--- config.mk ---
export PLATFORM = sky130hd
export DESIGN_NAME = bunch_orbit_counter_reg
export DESIGN_NICKNAME = d
export VERILOG_FILES = /design/src/rtl/bunch_orbit_counter_reg.sv
export SDC_FILE = /design/constraint.sdc
export NUM_CORES = 1
export LEC_CHECK = 0
export BUFFER_PORTS_ARGS = -buffer_cell sky130_fd_sc_hd__buf_4
export CAP_MARGIN = 20
export CORE_MARGIN = 3
export CORE_UTILIZATION = 51
export CTS_CLUSTER_SIZE = 24
export DETAILED_ROUTE_END_ITERATION = 8
export PLACE_DENSITY = 0.84
export SKIP_CTS_REPAIR_TIMING = 1
export SLEW_MARGIN = 20
export SYNTH_ARGS = -nofsm -noshare
export SYNTH_HDL_FRONTEND = slang
export SYNTH_SLANG_ARGS = --single-unit
--- constraint.sdc ---
create_clock -name clk_i -period 2.7 [get_ports clk_i]
set_input_delay 0.135 -clock clk_i [delete_from_list [all_inputs] [get_ports clk_i]]
set_output_delay 0.135 -clock clk_i [all_outputs]
set_load 0.02 [all_outputs]
--- src/rtl/bunch_orbit_counter_reg.sv ---
// bunch_orbit_counter_reg
// Register stage for the two-level bunch (LSB) / orbit (MSB) counter.
// It holds the current counter state, which feeds the combinational
// next-count stage. Each enabled cycle it captures that stage's results.
// On top of that it adds clear/preset control, wrap pulses, error
// accounting and a four-phase snapshot port for slow control.
//
// Ports
//   clk_i, rst_n_i                clock, asynchronous active-low reset
//   cnt_en_i                      advance one step per cycle
//   sync_clr_i                    synchronous clear (highest priority)
//   preset_valid_i/_lsb_i/_msb_i  load preset values
//   next_lsb_cnt_i/next_msb_cnt_i results from the next-count stage
//   lsb_cnt_err_i                 LSB out-of-range flag from the next-count stage
//   lsb_cnt_o/msb_cnt_o           current counter state
//   lsb_wrap_o/msb_wrap_o         one-cycle wrap pulses
//   err_sticky_o/err_cnt_o        sticky error flag, saturating error count
//   err_clr_i                     clears the error flag and error count
//   snap_req_i/snap_ack_o         four-phase snapshot handshake
//   snap_lsb_o/snap_msb_o         captured counter values
module bunch_orbit_counter_reg #(
  parameter int LSB_W       = 12,
  parameter int MSB_W       = 3,
  parameter int LSB_CNT_MAX = 3563,
  parameter int ERR_CNT_W   = 8
) (
  input  logic                 clk_i,
  input  logic                 rst_n_i,
  input  logic                 cnt_en_i,
  input  logic                 sync_clr_i,
  input  logic                 preset_valid_i,
  input  logic [LSB_W-1:0]     preset_lsb_i,
  input  logic [MSB_W-1:0]     preset_msb_i,
  input  logic [LSB_W-1:0]     next_lsb_cnt_i,
  input  logic [MSB_W-1:0]     next_msb_cnt_i,
  input  logic                 lsb_cnt_err_i,
  output logic [LSB_W-1:0]     lsb_cnt_o,
  output logic [MSB_W-1:0]     msb_cnt_o,
  output logic                 lsb_wrap_o,
  output logic                 msb_wrap_o,
  output logic                 err_sticky_o,
  output logic [ERR_CNT_W-1:0] err_cnt_o,
  input  logic                 err_clr_i,
  input  logic                 snap_req_i,
  output logic                 snap_ack_o,
  output logic [LSB_W-1:0]     snap_lsb_o,
  output logic [MSB_W-1:0]     snap_msb_o
);

  localparam logic [LSB_W-1:0]     LSB_MAX_C = LSB_W'(LSB_CNT_MAX);
  localparam logic [MSB_W-1:0]     MSB_MAX_C = '1;
  localparam logic [ERR_CNT_W-1:0] ERR_MAX_C = '1;

  typedef enum logic {S_IDLE, S_ACK} snap_state_t;

  logic [LSB_W-1:0]     r_lsb;
  logic [MSB_W-1:0]     r_msb;
  logic                 r_lsb_wrap;
  logic                 r_msb_wrap;
  logic                 r_err_sticky;
  logic [ERR_CNT_W-1:0] r_err_cnt;
  logic [LSB_W-1:0]     r_snap_lsb;
  logic [MSB_W-1:0]     r_snap_msb;
  snap_state_t          r_state;
  snap_state_t          w_state_nxt;
  logic                 w_snap_cap;

  // Clear beats preset, and preset beats enable. Only an unshadowed
  // enable is a real step.
  logic w_preset;
  logic w_step;
  logic w_err_evt;
  logic w_adv;

  assign w_preset  = preset_valid_i & ~sync_clr_i;
  assign w_step    = cnt_en_i & ~sync_clr_i & ~preset_valid_i;
  assign w_err_evt = w_step & lsb_cnt_err_i;
  // An erroring step holds the counter, so an out-of-range preset stays frozen.
  assign w_adv     = w_step & ~lsb_cnt_err_i;

  always_ff @(posedge clk_i or negedge rst_n_i) begin
    if (!rst_n_i) begin
      r_lsb      <= '0;
      r_msb      <= '0;
      r_lsb_wrap <= 1'b0;
      r_msb_wrap <= 1'b0;
    end else begin
      if (sync_clr_i) begin
        r_lsb <= '0;
        r_msb <= '0;
      end else if (w_preset) begin
        r_lsb <= preset_lsb_i;
        r_msb <= preset_msb_i;
      end else if (w_adv) begin
        r_lsb <= next_lsb_cnt_i;
        r_msb <= next_msb_cnt_i;
      end
      // Wraps are decided from the pre-step state: MAX -> 0 on this edge.
      r_lsb_wrap <= w_adv & (r_lsb == LSB_MAX_C);
      r_msb_wrap <= w_adv & (r_lsb == LSB_MAX_C) & (r_msb == MSB_MAX_C);
    end
  end

  // The error event wins over a same-cycle clear, so a fresh error is
  // never lost: the result is sticky=1, count=1.
  always_ff @(posedge clk_i or negedge rst_n_i) begin
    if (!rst_n_i) begin
      r_err_sticky <= 1'b0;
      r_err_cnt    <= '0;
    end else if (err_clr_i) begin
      r_err_sticky <= w_err_evt;
      r_err_cnt    <= w_err_evt ? ERR_CNT_W'(1) : '0;
    end else if (w_err_evt) begin
      r_err_sticky <= 1'b1;
      if (r_err_cnt != ERR_MAX_C) r_err_cnt <= r_err_cnt + ERR_CNT_W'(1);
    end
  end

  always_ff @(posedge clk_i or negedge rst_n_i) begin
    if (!rst_n_i) begin
      r_state    <= S_IDLE;
      r_snap_lsb <= '0;
      r_snap_msb <= '0;
    end else begin
      r_state <= w_state_nxt;
      if (w_snap_cap) begin
        r_snap_lsb <= r_lsb;
        r_snap_msb <= r_msb;
      end
    end
  end

  always_comb begin
    w_state_nxt = r_state;
    w_snap_cap  = 1'b0;
    case (r_state)
      S_IDLE: if (snap_req_i) begin
        w_snap_cap  = 1'b1;
        w_state_nxt = S_ACK;
      end
      S_ACK: if (!snap_req_i) w_state_nxt = S_IDLE;
      default: w_state_nxt = S_IDLE;
    endcase
  end

  assign lsb_cnt_o    = r_lsb;
  assign msb_cnt_o    = r_msb;
  assign lsb_wrap_o   = r_lsb_wrap;
  assign msb_wrap_o   = r_msb_wrap;
  assign err_sticky_o = r_err_sticky;
  assign err_cnt_o    = r_err_cnt;
  assign snap_ack_o   = (r_state == S_ACK);
  assign snap_lsb_o   = r_snap_lsb;
  assign snap_msb_o   = r_snap_msb;

endmodule

* Word-level counts from Yosys, hierarchy flattened
Index checks and enable logic that the tools add are counted.
W data, S select, Z words.
** Word-level totals
- Register bits :: 42
- Logic and storage cells :: 41
- Input port bits :: 38
** Operators by class
- Equality and inequality tests :: 3
- Add/subtract/negate cells :: 1
- Mux-type cells :: 14
- Reductions and logical operators :: 4
- Bitwise gates (word level) :: 10
** Operator list (count)
- $mux W12 :: 3
- $mux W8 :: 3
- $eq A12 B12 Y1 const B :: 1
- $mux W3 :: 3
- $add A8 B1 Y8 const B :: 1
- $ne A8 B8 Y1 const B :: 1
- $and A1 B1 Y1 :: 7
- $mux W1 :: 5
- $reduce_bool A2 Y1 :: 2
- $eq A3 B3 Y1 const B :: 1
- $not A1 Y1 :: 3
- $reduce_bool A3 Y1 :: 1
- $reduce_and A2 Y1 :: 1

* Logic depth before layout (Yosys ltp)
Gate-level depths: netlist of the first run.
- Depth in word-level cells :: 7
- Gate-level depth with buffers :: 5
- Mapped depth without buffers :: 4

* Worst setup path after synthesis of the first run
OpenSTA, ideal clock, no wires.
- Kind :: reg2reg
- From :: register r_err_cnt[0] (netlist: err_cnt_o[0])
- To :: register r_err_cnt[4] (netlist: err_cnt_o[4])
- Data required time :: 2.572 ns
- Period minus slack after synthesis :: 1.539 ns
- Cell stages (with the launch flop) :: 5
- Setup slack :: 1.161 ns
- Arrival :: 1.412 ns
- Cell sequence :: dfrtp_1 > ha_1 > nand3_1 > a211oi_1 > mux2_1
** On the way
- Word-level cells in the longest chain between the ends :: 4
- Elaborated cells on any way between the ends :: 7
** RTL lines
- start: declaration :: RTL line 61 : logic [ERR_CNT_W-1:0] r_err_cnt;
- start signal: assignment :: RTL line 112 : r_err_cnt <= w_err_evt ? ERR_CNT_W'(1) : '0;
- start signal: assignment :: RTL line 115 : if (r_err_cnt != ERR_MAX_C) r_err_cnt <= r_err_cnt + ERR_CNT_W'(1);
- $add A8 B1 Y8 :: RTL line 115
- $mux W8 :: RTL line 115
- $mux W8 :: RTL line 113 : end else if (w_err_evt) begin
- $mux W8 :: RTL line 110 : end else if (err_clr_i) begin
Several ways; a longest one is shown, not always the timed one. The select of a mux whose other input is x is not followed.
A chain may end at the register's enable or synchronous reset.

* Final worst setup path of the first run
Ends and elaborated chain as after synthesis.

==> results.cfg, run 1 <==
[setup_path]
path_cells = ha_1 -> nand3_1 -> a211oi_1 -> mux2_1
critical_path.top_delay_family = flip-flops
cp_slowest_cell = dfrtp_1
path_buf_inv = 0
required_ns = 2.87
slowest_delay_ns = 0.44
arrival_ns = 1.78
crit_path_end_kind = flop
ff2ff_path_depth = 4
crit_fanout = 6
startpoint_type = flop
crit_type = reg2reg
rrSetupSlack_ns = 1.09
rr_startpoint = err_cnt_o[0]$_DFFE_PN0P_
r2r-end = err_cnt_o[4]$_DFFE_PN0P_

[power_and_ir_drop]
p_leak_nw = 1.40
power_mw = 1.62
powerDensity_mw_per_mm2 = 597
ir_worst_vdd_uv = 381

[sta]
tightestPinTransition_ns = 0.961
setup_violations = 0
finalHoldViolCount = 0
hold-worst-slack_ns = 0.113
setup_tns_ns = 0
fmax_ghz = 0.620
slew_headroom_pct = 35.9
period_share_pct = 59.7
rsz0062_at_grt = no
skew_ns = 0.00437
report.final.slew_viol_count = 0
period_minus_slack_ns = 1.61

[clock_tree]
numCtsBuffers = 5
cts_tree = done
cts.path.max_buffers = 2
root_buffer = clkbuf_8
cts.reportedPaths.clkPinSlew_ns = 0.07
clock_sinks = 42
cts_max_level = 2
clock_latency_ns = 0.29

[synth]
synth-seq-cells = 42
synth_xor_xnor_area_share_pct = 0
seq_area_frac_synth_pct = 53.8
yosys.area.top_type = dfrtp_1
syn_area_per_cell_um2 = 12.1
synth_cell_types = 29
synth_cells = 162
synth_top_family_by_area = multiplexers
synth-adder-area-share_pct = 0.640
yosysWarnings = 0
synthSimpleGateAreaFrac_pct = 13.1
synth.area.top_cells = dfrtp_1 (54%), mux2_1 (9.8%), mux2i_1 (8.2%)
synth_top_area_share_pct = 53.8
synth_compound_area_share_pct = 11.3
synthMuxAreaShare_pct = 18.0
synth_nets = 201
synth_area_mm2 = 0.00195

[min_path]
hold_end = err_cnt_o[5]$_DFFE_PN0P_
hp-start = err_clr_i
holdPathStages = 2
min_path_type = in2reg

[layout]
drive_gt1_share_pct = 37.5
final_cell_mix = buf_4 (79), dfrtp_1 (42), a211oi_1 (19), mux2_1 (17), nor2_1 (17)
ff_latch_area_mm2 = 0.00105
multiInputGateArea_um2 = 840
final_common_cell = buf_4
num-fill-cells = 232
stdcell_count = 286
final_nets = 278
syn_to_final_growth_pct = 38.9
n_antenna_cell = 0

[outcome]
status = complete, no violations

[place]
routabilityCongestion = 0.843
port_buffers = 79
hpwlAfterDp_mm = 3.51
place_inst = 276

[floorplan]
die_w_um = 67.9
die_area_mm2 = 0.00461
io_pins = 80
core_area_mm2 = 0.00352
die_height_um = 67.9
rows = 21
initial_core_util_pct = 55.5

[routing]
num_vias = 1636
via_per_inst = 5.72
drc = 0
wl_per_cell_um = 17.0
first_iter_violations = 75
totalWireLength_mm = 4.87
dr.pass1.iters = 4
antenna_left = 0

[global_routing]
overflow = 0
grt_pass1_wl_mm = 7.65
antenna_found_initial = 0
grt_pass1_vias = 1554
grt_max_degree = 43
grtUsageTotal_pct = 22.5

[flow_run]
maxCapViolCount = 0
-- where the power goes --
group | internal (mW) | switching (mW)
registers | 0.680 | 0.0385
clock network | 0.394 | 0.205
logic | 0.145 | 0.157
total | 1.22 | 0.401
-- synth_stat cells (all sizes together) --
library cell	count
mux2i	16
nand2b	4
and4	2
mux2	17
clkbuf	7
and3	3
a211o	1
a41oi	2
a211oi	19
nor2	17
or4b	1
o21ai	1
nand4	1
nand4bb	1
and4bb	1
dfrtp	42
o311ai	1
buf	4
nand3	3
a311oi	2
nand4b	1
ha	1
inv	3
nor4	1
a21oi	4
or4bb	1
nand2	3
nor2b	3
-- per-stage QoR --
stage	setup slack, ns	area (um^2)	utilization (%)
after detailed placement	1.12	2550	72.5
final	1.09	2720	77.1
after CTS	1.07	2700	76.5
after floorplan	1.16	1950	-
after global routing	0.975	2720	77.1
after global placement	1.16	2550	72.5
-- cell type report --
class	instances	area share [%]
sequential	42	38.7
multi-input combinational	106	30.9
timing repair buffer	81	22.6
clock buffer	6	3.04
clock inverter	2	2.21
tap	46	2.12
inverter	3	0.415
-- flip-flops by register name (all words and copies together), names as in the netlist --
signal and flops:
err_cnt_o 8, err_sticky_o 1, lsb_cnt_o 12, lsb_wrap_o 1, msb_cnt_o 3, msb_wrap_o 1, snap_ack_o 1, snap_lsb_o 12
snap_msb_o 3
-- worst reg2reg max path: cells and delay by family (launching register included) --
kind | cells | cell delay [ns]
flops | 1 | 0.44
simple gates | 1 | 0.11
mux | 1 | 0.37
fa+ha+maj | 1 | 0.28
compound gates | 1 | 0.30
-- routing by layer --
metal | routed length (um) | vias to the layer above | GRT usage (%)
met2 | 2390 | 70 | 37.7
met3 | 334 | 12 | 5.75
met4 | 80 | 0 | 5.71
li1 | - | 748 | -
met1 | 2060 | 806 | 29.2
met5 | 0 | - | 0
-- kinds of logic after synthesis --
family | after synthesis
compound gates | 30
fa+ha+maj | 1
buf+inv | 14
flops | 42
mux | 33
simple gates | 42
-- worst max path at each step --
stage,start,to,slack (ns),depth (start not counted)
4_1_cts,err_cnt_o[0]$_DFFE_PN0P_,err_cnt_o[4]$_DFFE_PN0P_,1.07,4
3_3_place_gp,lsb_cnt_err_i,lsb_cnt_o[6]$_DFFE_PN0P_,1.16,4
6_report,err_cnt_o[0]$_DFFE_PN0P_,err_cnt_o[4]$_DFFE_PN0P_,1.09,4
3_5_place_dp,lsb_cnt_err_i,msb_cnt_o[2]$_DFFE_PN0P_,1.12,4
5_1_grt,err_cnt_o[0]$_DFFE_PN0P_,err_cnt_o[4]$_DFFE_PN0P_,0.98,4
2_1_floorplan,err_cnt_o[0]$_DFFE_PN0P_,err_cnt_o[4]$_DFFE_PN0P_,1.16,4
Power figures use the tool's default switching activity.
==> inputs of run 2 (changes only) <==
Settings changed: CORE_UTILIZATION 51 to 43, PLACE_DENSITY 0.84 to 0.75.
Clock period 2.7 ns to 1.3 ns, I/O delays scaled along.
==> results.cfg, run 2 (synthesized netlist as in run 1, its figures left out) <==
[floorplan]
die_area_mm2 = 0.00539
initial_core_util_pct = 46.5
rows = 23
die_w_um = 73.4
die_height_um = 73.4
core_area_mm2 = 0.00420
io_pins = 80

[outcome]
status = complete, but fails checks
violations = setup timing

[clock_tree]
cts_max_level = 2
cts_tree = done
root_buffer = clkbuf_8
clock_latency_ns = 0.29
cts.reportedPaths.clkPinSlew_ns = 0.08
clock_sinks = 42
numCtsBuffers = 5
cts.path.max_buffers = 2

[setup_path]
path_cells = or4bb_4 -> nor4_4 -> and4_1
rr_startpoint = lsb_cnt_o[4]$_DFFE_PN0P_
crit_path_end_kind = flop
startpoint_type = flop
crit_path_start = lsb_cnt_o[4]$_DFFE_PN0P_
slowest_delay_ns = 0.55
arrival_ns = 1.60
critical_path.top_delay_family = simple AND/OR/NAND/NOR gates
crit_type = reg2reg
r2r-end = msb_wrap_o$_DFF_PN0_
cp_num_cells = 3
critPathCapture = msb_wrap_o$_DFF_PN0_
cp_slowest_cell = or4bb_4
crit_fanout = 2
rrSetupSlack_ns = -0.07
path_buf_inv = 0
required_ns = 1.53
ff2ff_path_depth = 3

[min_path]
min_path_type = in2reg

[global_routing]
grtUsageTotal_pct = 19.3
grt_max_degree = 43
grt_pass1_vias = 1614
antenna_found_initial = 0
overflow = 0
grt_pass1_wl_mm = 7.97

[sta]
skew_ns = 0.00592
setup_violations = 1
hold-worst-slack_ns = 0.0343
fin_ws_ns = -0.0722
rsz0062_at_grt = yes
period_minus_slack_ns = 1.37
finalHoldViolCount = 0
tightestPinTransition_ns = 0.521
report.final.slew_viol_count = 0
period_share_pct = 106
slew_headroom_pct = 65.3
fmax_ghz = 0.729

[power_and_ir_drop]
p_sw_uw = 867
pwr-share-clk_pct = 36.9
power_mw = 3.44
power_frac_comb_pct = 19.9
powerDensity_mw_per_mm2 = 1150
seqPwrFrac_pct = 43.2
p_int_mw = 2.57
p_leak_nw = 1.53
swShare_pct = 25.2
ir_worst_vdd_uv = 590

[layout]
final_nets = 299
syn_to_final_growth_pct = 53.5
drive_gt1_share_pct = 51.0
fin_area_mm2 = 0.00300
num-fill-cells = 320
final_cell_mix = buf_4 (97), dfrtp_1 (33), a211oi_1 (18), nor2_1 (17)
n_antenna_cell = 0
final_common_cell = buf_4

[place]
port_buffers = 79
placed_cell_area_mm2 = 0.00277
routabilityCongestion = 0.837
hpwlAfterDp_mm = 3.71

[flow_run]
maxCapViolCount = 0

[routing]
antenna_left = 0
first_iter_violations = 100
totalWireLength_mm = 5.29
dr.pass1.iters = 4
via_per_inst = 5.48
num_vias = 1704
wl_per_cell_um = 17.0
drc = 0
run 2: cell count changes in the layout (fill, tap and decap cells not counted), sizes merged:
cell  previous run  this run
buf             79       100
run 2: how the worst min path moves through the flow:
stage                     from                        end  depth (start not counted)
3_3_place_gp           rst_n_i  snap_lsb_o[7]$_DFFE_PN0P_                          1
3_5_place_dp           rst_n_i  snap_lsb_o[7]$_DFFE_PN0P_                          1
4_1_cts                rst_n_i  snap_lsb_o[7]$_DFFE_PN0P_                          1
2_1_floorplan          rst_n_i   err_cnt_o[0]$_DFFE_PN0P_                          0
5_1_grt        preset_lsb_i[0]   lsb_cnt_o[0]$_DFFE_PN0P_                          3
6_report             err_clr_i   err_cnt_o[3]$_DFFE_PN0P_                          2
run 2: layout make-up:
| class | instances | area, um^2 | share of cell area [%] |
|---|---|---|---|
| Inverter | 3 | 11.3 | 0.375 |
| Multi-Input combinational cell | 106 | 922 | 30.7 |
| Clock inverter | 2 | 60.1 | 2.00 |
| Tap cell | 50 | 62.6 | 2.09 |
| Timing Repair Buffer | 102 | 800 | 26.6 |
| Clock buffer | 6 | 82.6 | 2.75 |
| Sequential cell | 42 | 1060 | 35.4 |
run 2: through the flow:
stage | worst slack, ns | util, % | std cells | setup TNS, ns
finish | -0.0722 | 71.4 | 311 | -0.0722
CTS | -0.0814 | 69.3 | 308 | -0.109
global route | -0.109 | 71.4 | 311 | -0.162
detailed placement | -0.0705 | 65.9 | 300 | -0.0752
floorplan | -0.113 | - | 162 | -0.283
global placement | -0.0436 | 65.9 | 300 | -0.0640
run 2: layer usage:
layer | share of wire [%] | GRT usage (%) | up-vias
met5 | 0 | 0 | -
met4 | 1.2 | 5.84 | 0
met3 | 6.1 | 5.20 | 9
met2 | 50 | 30.7 | 55
met1 | 43 | 25.9 | 838
li1 | - | - | 802
run 2: power groups by stage:
stage,Sequential (mW),Clock (mW),Combinational (mW)
floorplan,1.64,0,0.185
global placement,1.51,0,0.670
detailed placement,1.51,0,0.680
CTS,1.48,1.29,0.684
global route,1.50,1.35,0.735
finish,1.48,1.27,0.684
==> inputs of run 3 (changes only) <==
Settings changed: CORE_UTILIZATION 43 to 40, PLACE_DENSITY 0.75 to 0.71.
==> results.cfg, run 3 (synthesized netlist as in run 1, its figures left out) <==
[clock_tree]
clock_sinks = 42
cts_max_level = 2
root_buffer = clkbuf_8
numCtsBuffers = 5
cts.reportedPaths.clkPinSlew_ns = 0.08
cts.path.max_buffers = 2
clock_latency_ns = 0.29
cts_tree = done

[setup_path]
required_ns = 1.53
critPathCapture = msb_wrap_o$_DFF_PN0_
rr_startpoint = lsb_cnt_o[4]$_DFFE_PN0P_
arrival_ns = 1.62
ff2ff_path_depth = 3
r2r-end = msb_wrap_o$_DFF_PN0_
rrSetupSlack_ns = -0.09
crit_fanout = 2
crit_type = reg2reg
crit_path_end_kind = flop
startpoint_type = flop
crit_path_start = lsb_cnt_o[4]$_DFFE_PN0P_

[power_and_ir_drop]
ir_worst_vdd_uv = 465
powerDensity_mw_per_mm2 = 1140
power_mw = 3.44
p_leak_nw = 1.52

[sta]
rsz0062_at_grt = yes
slew_headroom_pct = 63.9
finalHoldViolCount = 0
fin_ws_ns = -0.0902
report.final.slew_viol_count = 0
period_minus_slack_ns = 1.39
fmax_ghz = 0.719
tightestPinTransition_ns = 0.541
setup_tns_ns = -0.0902
skew_ns = 0.00587
setup_violations = 1
hold-worst-slack_ns = 0.0408
period_share_pct = 107

[global_routing]
overflow = 0
grtUsageTotal_pct = 17.9
grt_max_degree = 43
antenna_found_initial = 0
use_met1_pct = 23.7
use_met2_pct = 29.3
grt_util_met3_pct = 3.91
grt_pass1_vias = 1711
gr-max-usage-layer = met2
grt_pass1_wl_mm = 8.38

[place]
hpwlAfterDp_mm = 3.78
preCtsSetupSlack_ns = -0.102
routabilityCongestion = 0.867
port_buffers = 79
placed_cell_area_mm2 = 0.00280
place_inst = 317

[floorplan]
die_height_um = 75.9
core_area_mm2 = 0.00453
rows = 24
die_w_um = 75.9
die_area_mm2 = 0.00576
io_pins = 80
initial_core_util_pct = 43.1

[layout]
final_cell_mix = buf_4 (98), dfrtp_1 (32), a211oi_1 (18), nor2_1 (17)
final_common_cell = buf_4
n_antenna_cell = 0
fin_area_mm2 = 0.00302
drive_gt1_share_pct = 51.5
final_nets = 300
syn_to_final_growth_pct = 54.7
utilization_pct = 66.7
stdcell_count = 327

[routing]
antenna_left = 0
via_per_inst = 5.20
totalWireLength_mm = 5.21
dr.pass1.iters = 4
drc = 0
first_iter_violations = 100
num_vias = 1700
wl_per_cell_um = 15.9

[flow_run]
maxCapViolCount = 0

[min_path]
min_path_type = in2reg

[outcome]
violations = setup timing
status = complete, but fails checks
[run 3: changes by cell type in the layout (fill, tap and decap cells not counted)]
cell / delta
a311oi_2: +1
and3_1: +1
nand2_2: +1
nand2_4: -1
dfrtp_2: +1
and3_4: -1
buf_4: +1
dfrtp_1: -1
a311oi_1: -1
[run 3: worst max-delay path: stages, from the launching register on]
cell and delay (ns):
dfrtp_2 0.41, or4bb_4 0.55, nor4_4 0.16, and4_1 0.21
[run 3: metal layers]
layer	up-vias	wire [um]
met4	0	38
met3	4	252
met1	850	2350
met5	-	0
met2	49	2570
li1	797	-
[run 3: report_power, final]
group / switching, mW / internal (mW) / leakage (nW)
Combinational: 0.348 / 0.345 / 0.911
Sequential: 0.0699 / 1.41 / 0.536
Clock: 0.447 / 0.819 / 0.0714
Total: 0.865 / 2.58 / 1.52
[run 3: worst min path at each step]
stage | depth (start not counted) | from | slack (ns) | to
6_report | 2 | err_clr_i | 0.04 | err_cnt_o[2]$_DFFE_PN0P_
2_1_floorplan | 0 | rst_n_i | -0.23 | err_cnt_o[0]$_DFFE_PN0P_
5_1_grt | 2 | err_clr_i | 0.04 | err_cnt_o[2]$_DFFE_PN0P_
4_1_cts | 1 | rst_n_i | -0.23 | snap_lsb_o[6]$_DFFE_PN0P_
3_5_place_dp | 1 | rst_n_i | 0.08 | snap_lsb_o[6]$_DFFE_PN0P_
3_3_place_gp | 1 | rst_n_i | 0.09 | snap_lsb_o[6]$_DFFE_PN0P_
[run 3: area by class of cell]
type	instances	area, um^2
Tap cell	65	81.3
Sequential cell	42	1060
Clock inverter	2	60.1
Inverter	3	11.3
Multi-Input combinational cell	106	918
Timing Repair Buffer	103	807
Clock buffer	6	82.6
Fill cell	333	1510
